===== src/rtl/aux_input_conditioner.sv =====
// Board-input conditioner: synchronizes raw switches/buttons, debounces them on a
// shared sample tick, and emits stable levels plus single-cycle edge pulses.
module aux_input_conditioner #(
    parameter int unsigned SwtWidth      = 16,
    parameter int unsigned BtnWidth      = 5,
    parameter int unsigned TickCnt       = 1000000,
    parameter int unsigned StableSamples = 3
) (
    input  logic                clk,
    input  logic                rst,
    input  logic [SwtWidth-1:0] swt_raw,
    input  logic [BtnWidth-1:0] btn_raw,
    output logic [SwtWidth-1:0] swt_db,
    output logic [BtnWidth-1:0] btn_db,
    output logic [BtnWidth-1:0] btn_press,
    output logic [BtnWidth-1:0] btn_release,
    output logic                swt_changed,
    output logic                tick
);

    localparam int unsigned NumBits   = SwtWidth + BtnWidth;
    localparam int unsigned HistDepth = StableSamples - 1;
    localparam int unsigned CntW      = (TickCnt > 1) ? $clog2(TickCnt) : 1;

    logic [CntW-1:0]    cnt;
    logic [CntW-1:0]    cnt_next;
    logic [NumBits-1:0] meta;
    logic [NumBits-1:0] sync;
    logic [NumBits-1:0] db;
    logic [NumBits-1:0] hist [HistDepth];
    logic [NumBits-1:0] agree_one;
    logic [NumBits-1:0] agree_zero;
    logic [NumBits-1:0] rise;
    logic [NumBits-1:0] fall;

    // Free-running sample-tick counter, 0..TickCnt-1.
    always_comb begin
        cnt_next = (cnt == CntW'(TickCnt - 1)) ? '0 : cnt + CntW'(1);
    end

    // A bit flips only when the current sample and the whole history agree.
    always_comb begin
        agree_one  = sync;
        agree_zero = ~sync;
        for (int unsigned j = 0; j < HistDepth; j++) begin
            agree_one  &= hist[j];
            agree_zero &= ~hist[j];
        end
        rise = agree_one & ~db;
        fall = agree_zero & db;
    end

    always_ff @(posedge clk) begin
        if (rst) begin
            cnt         <= '0;
            meta        <= '0;
            sync        <= '0;
            db          <= '0;
            btn_press   <= '0;
            btn_release <= '0;
            swt_changed <= 1'b0;
            tick        <= 1'b0;
            for (int unsigned j = 0; j < HistDepth; j++) begin
                hist[j] <= '0;
            end
        end else begin
            meta        <= {btn_raw, swt_raw};
            sync        <= meta;
            cnt         <= cnt_next;
            tick        <= (cnt_next == CntW'(TickCnt - 1));
            btn_press   <= '0;
            btn_release <= '0;
            swt_changed <= 1'b0;
            if (tick) begin
                db      <= (db | rise) & ~fall;
                hist[0] <= sync;
                for (int unsigned j = 1; j < HistDepth; j++) begin
                    hist[j] <= hist[j-1];
                end
                btn_press   <= rise[NumBits-1:SwtWidth];
                btn_release <= fall[NumBits-1:SwtWidth];
                swt_changed <= |(rise[SwtWidth-1:0] | fall[SwtWidth-1:0]);
            end
        end
    end

    assign swt_db = db[SwtWidth-1:0];
    assign btn_db = db[NumBits-1:SwtWidth];

endmodule


===== config.mk =====
export PLATFORM = sky130hd
export DESIGN_NAME = aux_input_conditioner
export DESIGN_NICKNAME = d
export VERILOG_FILES = /design/src/rtl/aux_input_conditioner.sv
export SDC_FILE = /design/constraint.sdc
export NUM_CORES = 1
export LEC_CHECK = 0
export CAP_MARGIN = 25
export CELL_PAD_IN_SITES_DETAIL_PLACEMENT = 2
export CELL_PAD_IN_SITES_GLOBAL_PLACEMENT = 2
export CORE_MARGIN = 3
export CORE_UTILIZATION = 36
export CTS_CLUSTER_SIZE = 30
export DETAILED_ROUTE_END_ITERATION = 6
export PLACE_DENSITY = 0.82
export SLEW_MARGIN = 10
export SYNTH_ARGS = -nofsm -noshare
export SYNTH_HDL_FRONTEND = slang
export SYNTH_SLANG_ARGS = --single-unit

===== constraint.sdc =====
create_clock -name clk -period 2.9 [get_ports clk]
set_input_delay 0.58 -clock clk [delete_from_list [all_inputs] [get_ports clk]]
set_output_delay 0.58 -clock clk [all_outputs]
set_load 0.02 [all_outputs]

==> results of run 1 <==
==> routing by layer <==
layer	up-vias	routed length [microns]	track usage, %
met1	2075	6420	22.2
met4	0	153	5.56
met3	13	467	4.58
li1	1951	-	-
met2	72	7630	33.2
met5	-	0	0
==> per-stage QoR <==
stage	util (%)	cells
CTS	46.4	781
floorplan	-	525
global placement	42.2	749
finish	46.4	781
detailed placement	42.2	749
global route	46.4	781
==> cell usage after synthesis (2+ instances only) <==
master / instances / area [sq um]
nand4b_1: 16 / 140
xnor2_1: 11 / 96.3
mux2i_1: 2 / 20.0
nand2_1: 52 / 195
and4b_1: 10 / 100
inv_1: 4 / 15.0
a31oi_1: 2 / 12.5
nor2b_1: 44 / 275
nand2b_1: 2 / 12.5
nand3b_1: 11 / 82.6
o21ai_0: 21 / 105
nor3_1: 4 / 20.0
nor4_1: 6 / 37.5
dfxtp_1: 95 / 1900
nand4_1: 12 / 75.1
nor2_1: 47 / 176
nor4b_1: 4 / 35.0
nand3_1: 4 / 20.0
buf_1: 2 / 7.51
and2_1: 43 / 269
and3_1: 22 / 138
xor2_1: 7 / 61.3
a21oi_1: 23 / 115
clkbuf_1: 19 / 71.3
edfxtp_1: 42 / 1260
==> state kept, by name, summed over array words and instances, names as in the netlist <==
signal       cells
meta            21
btn_release      5
cnt             20
swt_changed      1
sync            21
db              21
btn_press        5
hist            42
tick             1
==> cells by family (layout without fill, tap and decap cells) <==
group / Yosys count / after routing / synth area share (%)
flops: 137 / 137 / 58.0
xor+xnor: 18 / 18 / 2.89
simple gates: 288 / 288 / 31.3
mux: 2 / 2 / 0.367
buf+inv: 25 / 97 / 1.72
compound gates: 54 / 54 / 5.42
fa+ha+maj: 1 / 1 / 0.230
==> layout make-up <==
| type | count | share of cell area, % |
|---|---|---|
| sequential | 137 | 46.4 |
| multi-input combinational | 363 | 32.2 |
| timing repair buffer | 61 | 8.84 |
| clock buffer | 26 | 7.80 |
| tap | 184 | 3.37 |
| clock inverter | 6 | 1.21 |
| inverter | 4 | 0.220 |
==> power groups by stage <==
stage / Sequential [W] / Clock (W) / Combinational, W
finish: 0.00206 / 0.00222 / 0.000118
detailed placement: 0.00210 / 0 / 0.000119
CTS: 0.00206 / 0.00227 / 0.000121
global placement: 0.00210 / 0 / 0.000113
global route: 0.00207 / 0.00237 / 0.000130
floorplan: 0.00209 / 0 / 0.0000643
==> worst paths after layout <==
kind         startpoint      end  depth (start not counted)  slack (ps)
max              cnt[0]     tick                          7         530
min             meta[9]  sync[9]                          1         440
max reg2reg      cnt[0]     tick                          7         530
min reg2reg     meta[9]  sync[9]                          1         440
==> metrics.md, run 1 <==
| Metric | Value |
|---|---|
| Critical path's slowest cell | `nor4b_4` |
| Worst-path fanout max | `7` |
| Clk pin slew, worst setup/hold paths | `60 ps` |
| Setup violations, final | `0` |
| Multi-input logic area | `0.00220 sq mm` |
| Hold Crit Class | `reg2reg` |
| Relative slew slack | `55.3%` |
| Share of layout cells above drive strength 1 | `7.37%` |
| Max-cap violations | `0` |
| Max VDD drop | `0.442 mV` |
| Num CTS Buffers | `17` |
| Final Cell Area | `0.00682 sq mm` |
| CP Cell Sequence | `ha_1, nand3_1, nor4b_4, nand4_1, a21oi_1, nand4_1, nor4_2` |
| CTS Root Cell | `clkbuf_16` |
| Largest net degree at the start of global routing | `49` |
| DRC violations left | `0` |
| P&R area growth vs syn | `25.2%` |
| Vias in the first global route | `4495` |
| Post-Place Setup Slack | `515 ps` |
| Slowest stage delay, CP | `470 ps` |
| WP data arrival | `2690 ps` |
| DIE AREA | `0.0167 sq mm` |
| Congestion Overflow GR | `0` |
| Register area | `0.00316 sq mm` |
| Most used cell, CP | `nand4_1` |
| Power Total | `0.00440 W` |
| Post-Synthesis Cells | `525` |
| Mapped Area | `0.00545 sq mm` |
| Detailed Place HPWL | `9570 microns` |
| Drt total wl | `14700 microns` |
| Number of antenna diodes | `0` |
| Switching Share | `20.1%` |
| Synth warnings | `0` |
| Hold buffer count at CTS | `0` |
| Most frequent cells in the layout | `dfxtp_1, clkdlybuf4s50_1, nand2_1` |
| Combinational share of power | `2.7%` |
| Slew Viols, Final | `0` |
| Worst-Margin Slew | `667 ps` |
| Placed cell areas | `0.00621 sq mm` |
| TritonRoute pass-1 iters | `4` |
| Syn Nets | `549` |
| Initial Util | `37.1%` |
| Fin Setup TNS | `0 ps` |
| Distinct cell type count after synthesis | `45` |
| RSZ-0062 raised after global routing | `false` |
| GRT Total Usage | `18.6%` |
| Post-synth EDFFs | `42` |
| Initial DRC Count | `187` |
| Synth async-reset ratio | `0%` |
| Tmin final | `2370 ps` |
| Setup bufs post-CTS | `0` |
| Die height | `129 microns` |
| Cts repair resizes | `0` |
| Max H-tree Level | `4` |
| Via Count | `4111` |
| Leak | `2.51 nW` |
| Share of power burned in registers | `46.9%` |
| CP delay by family, top | `simple AND/OR/NAND/NOR gates` |
| # clock sinks | `137` |
| Ports | `56` |
| Hold slack | `437 ps` |
| Fillcell total | `1530` |
| IO Port Bufs | `55` |
| Avg Cell Area, Syn | `10.4 sq um` |
| Num rows | `44` |
| Most common cell after layout, fill and taps aside | `dfxtp_1` |
| TritonCTS clock tree | `yes` |
| Chip width | `129 microns` |
| Req. time, crit path | `3220 ps` |
| Sequential-to-total area share from yosys stat | `58.0%` |
| WL/cell | `18.8 microns` |
| Longest Clk Path Bufs | `2` |
| Vias/cell | `5.26` |
| Area of the core | `0.0147 sq mm` |
| Internal power | `0.00352 W` |
| Final hold vios | `0` |
| Critical Path Sink Type | `register` |
| Clk pwr share | `50.4%` |
| Status | `finished clean` |
| First-pass GRT wire length | `23900 microns` |
| Ys flop type | `dfxtp_1` |
| Final period util | `81.8%` |
| NetSw | `0.000885 W` |
| Worst-skew pair later-pin latency | `420 ps` |
| Final net count | `608` |
| Max Freq | `421 MHz` |
| Buffers plus inverters on the worst setup path | `0` |
| Setup Skew | `7.60 ps` |
| Routability cong. | `0.784` |
| CP Launch Type | `register` |
| Synthesized flop and latch total | `137` |
| P per Cell Area | `645 mW/mm^2` |
| Initial antenna violation count | `0` |
| Antenna viol nets, final | `0` |
| Final worst slack | `527 ps` |
| WS Path Type | `reg2reg` |
Power figures use the tool's default switching activity.
==> inputs of run 2 (changes only) <==
==> constraint.sdc (replaced) <==
create_clock -name clk -period 2.3 [get_ports clk]
set_input_delay 0.46 -clock clk [delete_from_list [all_inputs] [get_ports clk]]
set_output_delay 0.46 -clock clk [all_outputs]
set_load 0.02 [all_outputs]
==> run 2 against run 1 <==
Cell area increased by 0.22%. Clock power grew 14%. Die area stayed put. Flip-flop and latch count did not move. Highest routed layer unchanged. Clock skew decreased by 1.2 ps. Register-to-register slack lost 360 ps.
==> metrics.md, run 2 (synthesized netlist as in run 1, its figures left out) <==
| Metric | Value |
|---|---|
| Status | `finished clean` |
| Met1 usage | `21.3% (-0.92 points)` |
| Vias/cell | `5.19 (-1.4%)` |
| GRT Total Usage | `18.1% (-0.53 points)` |
| Longest Clk Path Bufs | `2 (unchanged)` |
| Detailed Place HPWL | `9170 microns (-4.1%)` |
| Global Route met3 Usage | `5.44% (+0.87 points)` |
| Tmin final | `2140 ps (-235 ps)` |
| Largest register FFs | `42 (unchanged)` |
| WP data arrival | `2460 ps (-230 ps)` |
| Final worst slack | `162 ps (-365 ps)` |
| RSZ-0062 raised after global routing | `false` |
| Relative slew slack | `74.5% (+19 points)` |
| Largest net degree at the start of global routing | `66 (+35%)` |
| TritonRoute pass-1 iters | `4 (unchanged)` |
| Worst-Margin Slew | `379 ps (-288 ps)` |
| P per Cell Area | `775 mW/mm^2 (+20%)` |
| Register area | `0.00316 sq mm (unchanged)` |
| Post-Place Setup Slack | `-8.24 ps (-523 ps)` |
| IO Port Bufs | `55 (unchanged)` |
| Max Freq | `468 MHz (+11%)` |
| Area of the core | `0.0147 sq mm (unchanged)` |
| Hold Startpoint | `rst` |
| DIE AREA | `0.0167 sq mm (unchanged)` |
| Drt total wl | `14200 microns (-3.3%)` |
| Die height | `129 microns (unchanged)` |
| Chip width | `129 microns (unchanged)` |
| Req. time, crit path | `2630 ps (-590 ps)` |
| Reg with most FFs | `hist` |
| Num CTS Buffers | `17 (unchanged)` |
| Most frequent cells in the layout | `dfxtp_1, clkdlybuf4s50_1, nand2_1` |
| First-pass GRT wire length | `23200 microns (-2.9%)` |
| # clock sinks | `137 (unchanged)` |
| Vias in the first global route | `4498 (+0.067%)` |
| Routability cong. | `0.824 (+5.1%)` |
| Max H-tree Level | `4 (unchanged)` |
| GR peak layer | `met2` |
| Fin Setup TNS | `0 ps (unchanged)` |
| Worst-path fanout max | `5 (-2)` |
| Initial antenna violation count | `0 (unchanged)` |
| Congestion Overflow GR | `0 (unchanged)` |
| CP Launch Point | `cnt[2]` |
| Leak | `2.51 nW (+0.18%)` |
| Setup violations, final | `0 (unchanged)` |
| Hold Crit Class | `in2reg` |
| Max VDD drop | `0.516 mV (+17%)` |
| WL/cell | `18.1 microns (-3.8%)` |
| Grt met2 use | `31.3% (-1.9 points)` |
| Antenna viol nets, final | `0 (unchanged)` |
| Final hold vios | `0 (unchanged)` |
| Final period util | `92.9% (+11 points)` |
| Hold slack | `362 ps (-74.1 ps)` |
| Final net count | `613 (+0.82%)` |
| Share of layout cells above drive strength 1 | `8.65% (+1.3 points)` |
| Power Total | `0.00530 W (+20%)` |
| Worst-skew pair later-pin latency | `430 ps (about the same)` |
| DRC violations left | `0 (unchanged)` |
| Most common cell after layout, fill and taps aside | `dfxtp_1` |
| Ports | `56 (unchanged)` |
| Slew Viols, Final | `0 (unchanged)` |
| Num rows | `44 (unchanged)` |
| CP Launch Type | `register` |
| P&R area growth vs syn | `25.4%` |
| Max-cap violations | `0 (unchanged)` |
| Number of antenna diodes | `0 (unchanged)` |
| Initial Util | `37.1% (unchanged)` |
| Initial DRC Count | `185 (-1.1%)` |
| Post-layout util | `46.5% (+0.10 points)` |
| Via Count | `4073 (-0.92%)` |
| WS Path Type | `reg2reg` |
| Multi-input logic area | `0.00223 sq mm (+1.4%)` |
| Setup Skew | `6.38 ps (-1.23 ps)` |
| TritonCTS clock tree | `yes` |
| Worst r2r src | `cnt[2]` |
| Critical Path Sink Type | `register` |
| Fillcell total | `1520 (-0.65%)` |
| Clk pin slew, worst setup/hold paths | `60 ps (about the same)` |
| CTS Root Cell | `clkbuf_16` |
==> run 2: what timing repair did <==
action                     4_1_cts  5_1_grt
buffers inserted                 0        2
pin swaps                        0        1
resized for setup                1        5
setup endpoints to repair        1        1
hold buffers                     0        0
==> run 2: worst paths after layout <==
| path | cells past startpoint | slack (ps) | to |
|---|---|---|---|
| worst max-delay path | 6 | 160 | tick |
| worst min register to register | 1 | 440 | sync[12] |
| worst max register to register | 6 | 160 | tick |
| worst min-delay path | 2 | 360 | cnt[2] |
==> run 2: final cells by class <==
type | count | share of cell area, %
sequential | 137 | 46.3
inverter | 4 | 0.220
clock inverter | 9 | 1.06
clock buffer | 22 | 6.95
multi-input combinational | 363 | 32.6
timing repair buffer | 66 | 9.55
tap | 184 | 3.37
==> run 2: where the power goes <==
part           switching, W  internal (W)
clock network      0.000989       0.00156
registers         0.0000512       0.00255
logic             0.0000758     0.0000771
==> run 2: per-stage QoR <==
step / cell area (sq um) / instances
after floorplan: 5450 / 525
after global placement: 6240 / 752
after detailed placement: 6240 / 752
after CTS: 6800 / 783
after global routing: 6840 / 785
final: 6840 / 785
==> run 2: critical path, cell delays in order, from the launching register on <==
cell     delay [ps]
dfxtp_1         480
nand2_2         160
nor4_4          370
nand4_1         160
xor2_1          190
or3_1           430
nor4_2          250
==> run 2: per-layer routing <==
layer  part of all wire (%)  up-vias
met5                      0        -
met1                     44     2024
met4                    1.6        0
met2                     50       70
met3                    3.8       21
li1                       -     1958
==> inputs of run 3 (changes only) <==
==> constraint.sdc (replaced) <==
create_clock -name clk -period 2.4 [get_ports clk]
set_input_delay 0.48 -clock clk [delete_from_list [all_inputs] [get_ports clk]]
set_output_delay 0.48 -clock clk [all_outputs]
set_load 0.02 [all_outputs]
==> run 3 against run 2 <==
Cell count unchanged. Clock skew is 1.0 ps lower. Via count is 0.20% higher. Non-clock buffer count is 1 lower. Critical endpoint unchanged. Largest cell class unchanged.
==> metrics.md, run 3 (synthesized netlist as in run 1, its figures left out) <==
| Metric | Value |
|---|---|
| Drt total wl | `14200 microns (+0.11%)` |
| CP Depth | `7 (+1)` |
| Clk pin slew, worst setup/hold paths | `60 ps (about the same)` |
| Largest register FFs | `42 (unchanged)` |
| Fin Setup TNS | `0 ps (unchanged)` |
| TritonCTS clock tree | `yes` |
| Relative slew slack | `67.3% (-7.2 points)` |
| Chip width | `129 microns (unchanged)` |
| Congestion Overflow GR | `0 (unchanged)` |
| Hold buffer count at CTS | `0 (unchanged)` |
| P&R area growth vs syn | `25.9%` |
| CP Launch Type | `register` |
| Clk pwr share | `50.2% (+2.2 points)` |
| Worst-path fanout max | `6 (+1)` |
| # clock sinks | `137 (unchanged)` |
| Number of antenna diodes | `0 (unchanged)` |
| Fillcell total | `1515 (-0.33%)` |
| Placed cell areas | `0.00623 sq mm (-0.20%)` |
| Detailed Place HPWL | `9520 microns (+3.7%)` |
| Critical Path Sink Type | `register` |
| Die height | `129 microns (unchanged)` |
| Num rows | `44 (unchanged)` |
| Ports | `56 (unchanged)` |
| Slew Viols, Final | `0 (unchanged)` |
| Register area | `0.00316 sq mm (unchanged)` |
| WS Path Type | `reg2reg` |
| Reg2Reg Depth | `7 (+1)` |
| Slowest stage delay, CP | `410 ps (-70 ps)` |
| Longest Clk Path Bufs | `2 (unchanged)` |
| Initial DRC Count | `215 (+16%)` |
| Switching Share | `21.4% (+0.39 points)` |
| Final Cell Area | `0.00686 sq mm (+0.40%)` |
| GRT Total Usage | `18.2% (+0.052 points)` |
| Buffers plus inverters on the worst setup path | `0 (unchanged)` |
| Max H-tree Level | `4 (unchanged)` |
| First-pass GRT wire length | `23200 microns (-0.12%)` |
| Vias in the first global route | `4361 (-3.0%)` |
| NetSw | `0.00114 W (+1.8%)` |
| Final period util | `95.1% (+2.2 points)` |
| Largest net degree at the start of global routing | `44 (-33%)` |
| Most frequent cells in the layout | `dfxtp_1, clkdlybuf4s50_1, nand2_1` |
| Combinational share of power | `2.7% (-0.2 points)` |
| Setup Skew | `5.34 ps (-1.04 ps)` |
| WHS Path Cells | `1 (-1)` |
| Internal power | `0.00416 W (-0.57%)` |
| Most common cell after layout, fill and taps aside | `dfxtp_1` |
| Num CTS Buffers | `17 (unchanged)` |
| Status | `finished clean` |
| Routability cong. | `0.845 (+2.6%)` |
| Via Count | `4081 (+0.20%)` |
| DIE AREA | `0.0167 sq mm (unchanged)` |
| Initial Util | `37.1% (unchanged)` |
| Most used cell, CP | `nand4_1` |
| Antenna viol nets, final | `0 (unchanged)` |
| Max-cap violations | `0 (unchanged)` |
| TritonRoute pass-1 iters | `4 (unchanged)` |
| CTS Root Cell | `clkbuf_16` |
| Worst-Margin Slew | `491 ps (+112 ps)` |
| Setup violations, final | `0 (unchanged)` |
| IO Port Bufs | `55 (unchanged)` |
| Area of the core | `0.0147 sq mm (unchanged)` |
| Req. time, crit path | `2720 ps (+90 ps)` |
| DRC violations left | `0 (unchanged)` |
| Leak | `2.52 nW (+0.37%)` |
| Reg with most FFs | `hist` |
| Final net count | `612 (-0.16%)` |
| P per Cell Area | `772 mW/mm^2 (-0.48%)` |
| WP data arrival | `2600 ps (+140 ps)` |
| Max VDD drop | `0.499 mV (-3.3%)` |
| WL/cell | `18.1 microns (+0.11%)` |
| RSZ-0062 raised after global routing | `false` |
| Share of power burned in registers | `47.0% (-2.1 points)` |
| Final hold vios | `0 (unchanged)` |
| Initial antenna violation count | `0 (unchanged)` |
| Tmin final | `2280 ps (+145 ps)` |
| Share of layout cells above drive strength 1 | `8.99% (+0.33 points)` |
| CP Cell Sequence | `ha_2, nand3_1, nor4b_4, nand4_1, a21oi_2, nand4_1, nor4_2` |
| Hold Crit Class | `reg2reg` |
| Worst-skew pair later-pin latency | `420 ps (about the same)` |
| Multi-input logic area | `0.00220 sq mm (-1.1%)` |
| Max Freq | `438 MHz (-6.4%)` |
| CP delay by family, top | `simple AND/OR/NAND/NOR gates` |
| Vias/cell | `5.20 (+0.20%)` |
| Critical path's slowest cell | `dfxtp_1` |
-- run 3: changes by cell type in the layout (fill, tap and decap cells not counted), sizes merged --
cell	before	now
buf	12	11
clkbuf	22	21
clkinv	8	5
clkinvlp	0	3
inv	4	6
-- run 3: final timing paths --
| check | start | end | slack (ps) |
|---|---|---|---|
| max | cnt[0] | tick | 120 |
| min | meta[12] | sync[12] | 440 |
| max reg2reg | cnt[0] | tick | 120 |
| min reg2reg | meta[12] | sync[12] | 440 |
-- run 3: power groups by stage --
stage | Clock (W) | Sequential (W) | Combinational [W]
final | 0.00266 | 0.00249 | 0.000144
after global routing | 0.00285 | 0.00250 | 0.000161
after global placement | 0 | 0.00253 | 0.000140
after detailed placement | 0 | 0.00254 | 0.000146
after CTS | 0.00273 | 0.00249 | 0.000148
after floorplan | 0 | 0.00252 | 0.0000778
-- run 3: metal layers --
metal | vias to the layer above | wire length, microns | track usage [%]
li1 | 1964 | - | -
met1 | 2025 | 6220 | 22.0
met2 | 79 | 7290 | 31.1
met3 | 13 | 545 | 5.07
met4 | 0 | 151 | 6.24
met5 | - | 0 | 0
-- run 3: repair_timing --
item | in CTS | in global routing
buffers inserted | 0 | 1
setup endpoints to repair | 0 | 1
gates resized for setup | 0 | 2
-- run 3: cell type report --
class	count	area share, %
Tap cell	184	3.35
Inverter	4	0.219
Clock inverter	11	1.55
Timing Repair Buffer	65	9.22
Clock buffer	21	7.49
Multi-Input combinational cell	363	32.1
Sequential cell	137	46.1
-- run 3: metrics by stage --
| stage | utilization [%] | worst slack [ps] | cells | hold WS [ps] | total power (W) |
|---|---|---|---|---|---|
| global placement | 42.4 | 406 | 752 | 422 | 0.00267 |
| global route | 46.7 | 14.7 | 785 | 444 | 0.00551 |
| finish | 46.7 | 117 | 785 | 436 | 0.00530 |
| detailed placement | 42.4 | 147 | 752 | 428 | 0.00268 |
| floorplan | - | 420 | 525 | 414 | 0.00260 |
| CTS | 46.6 | 37.0 | 784 | 425 | 0.00537 |
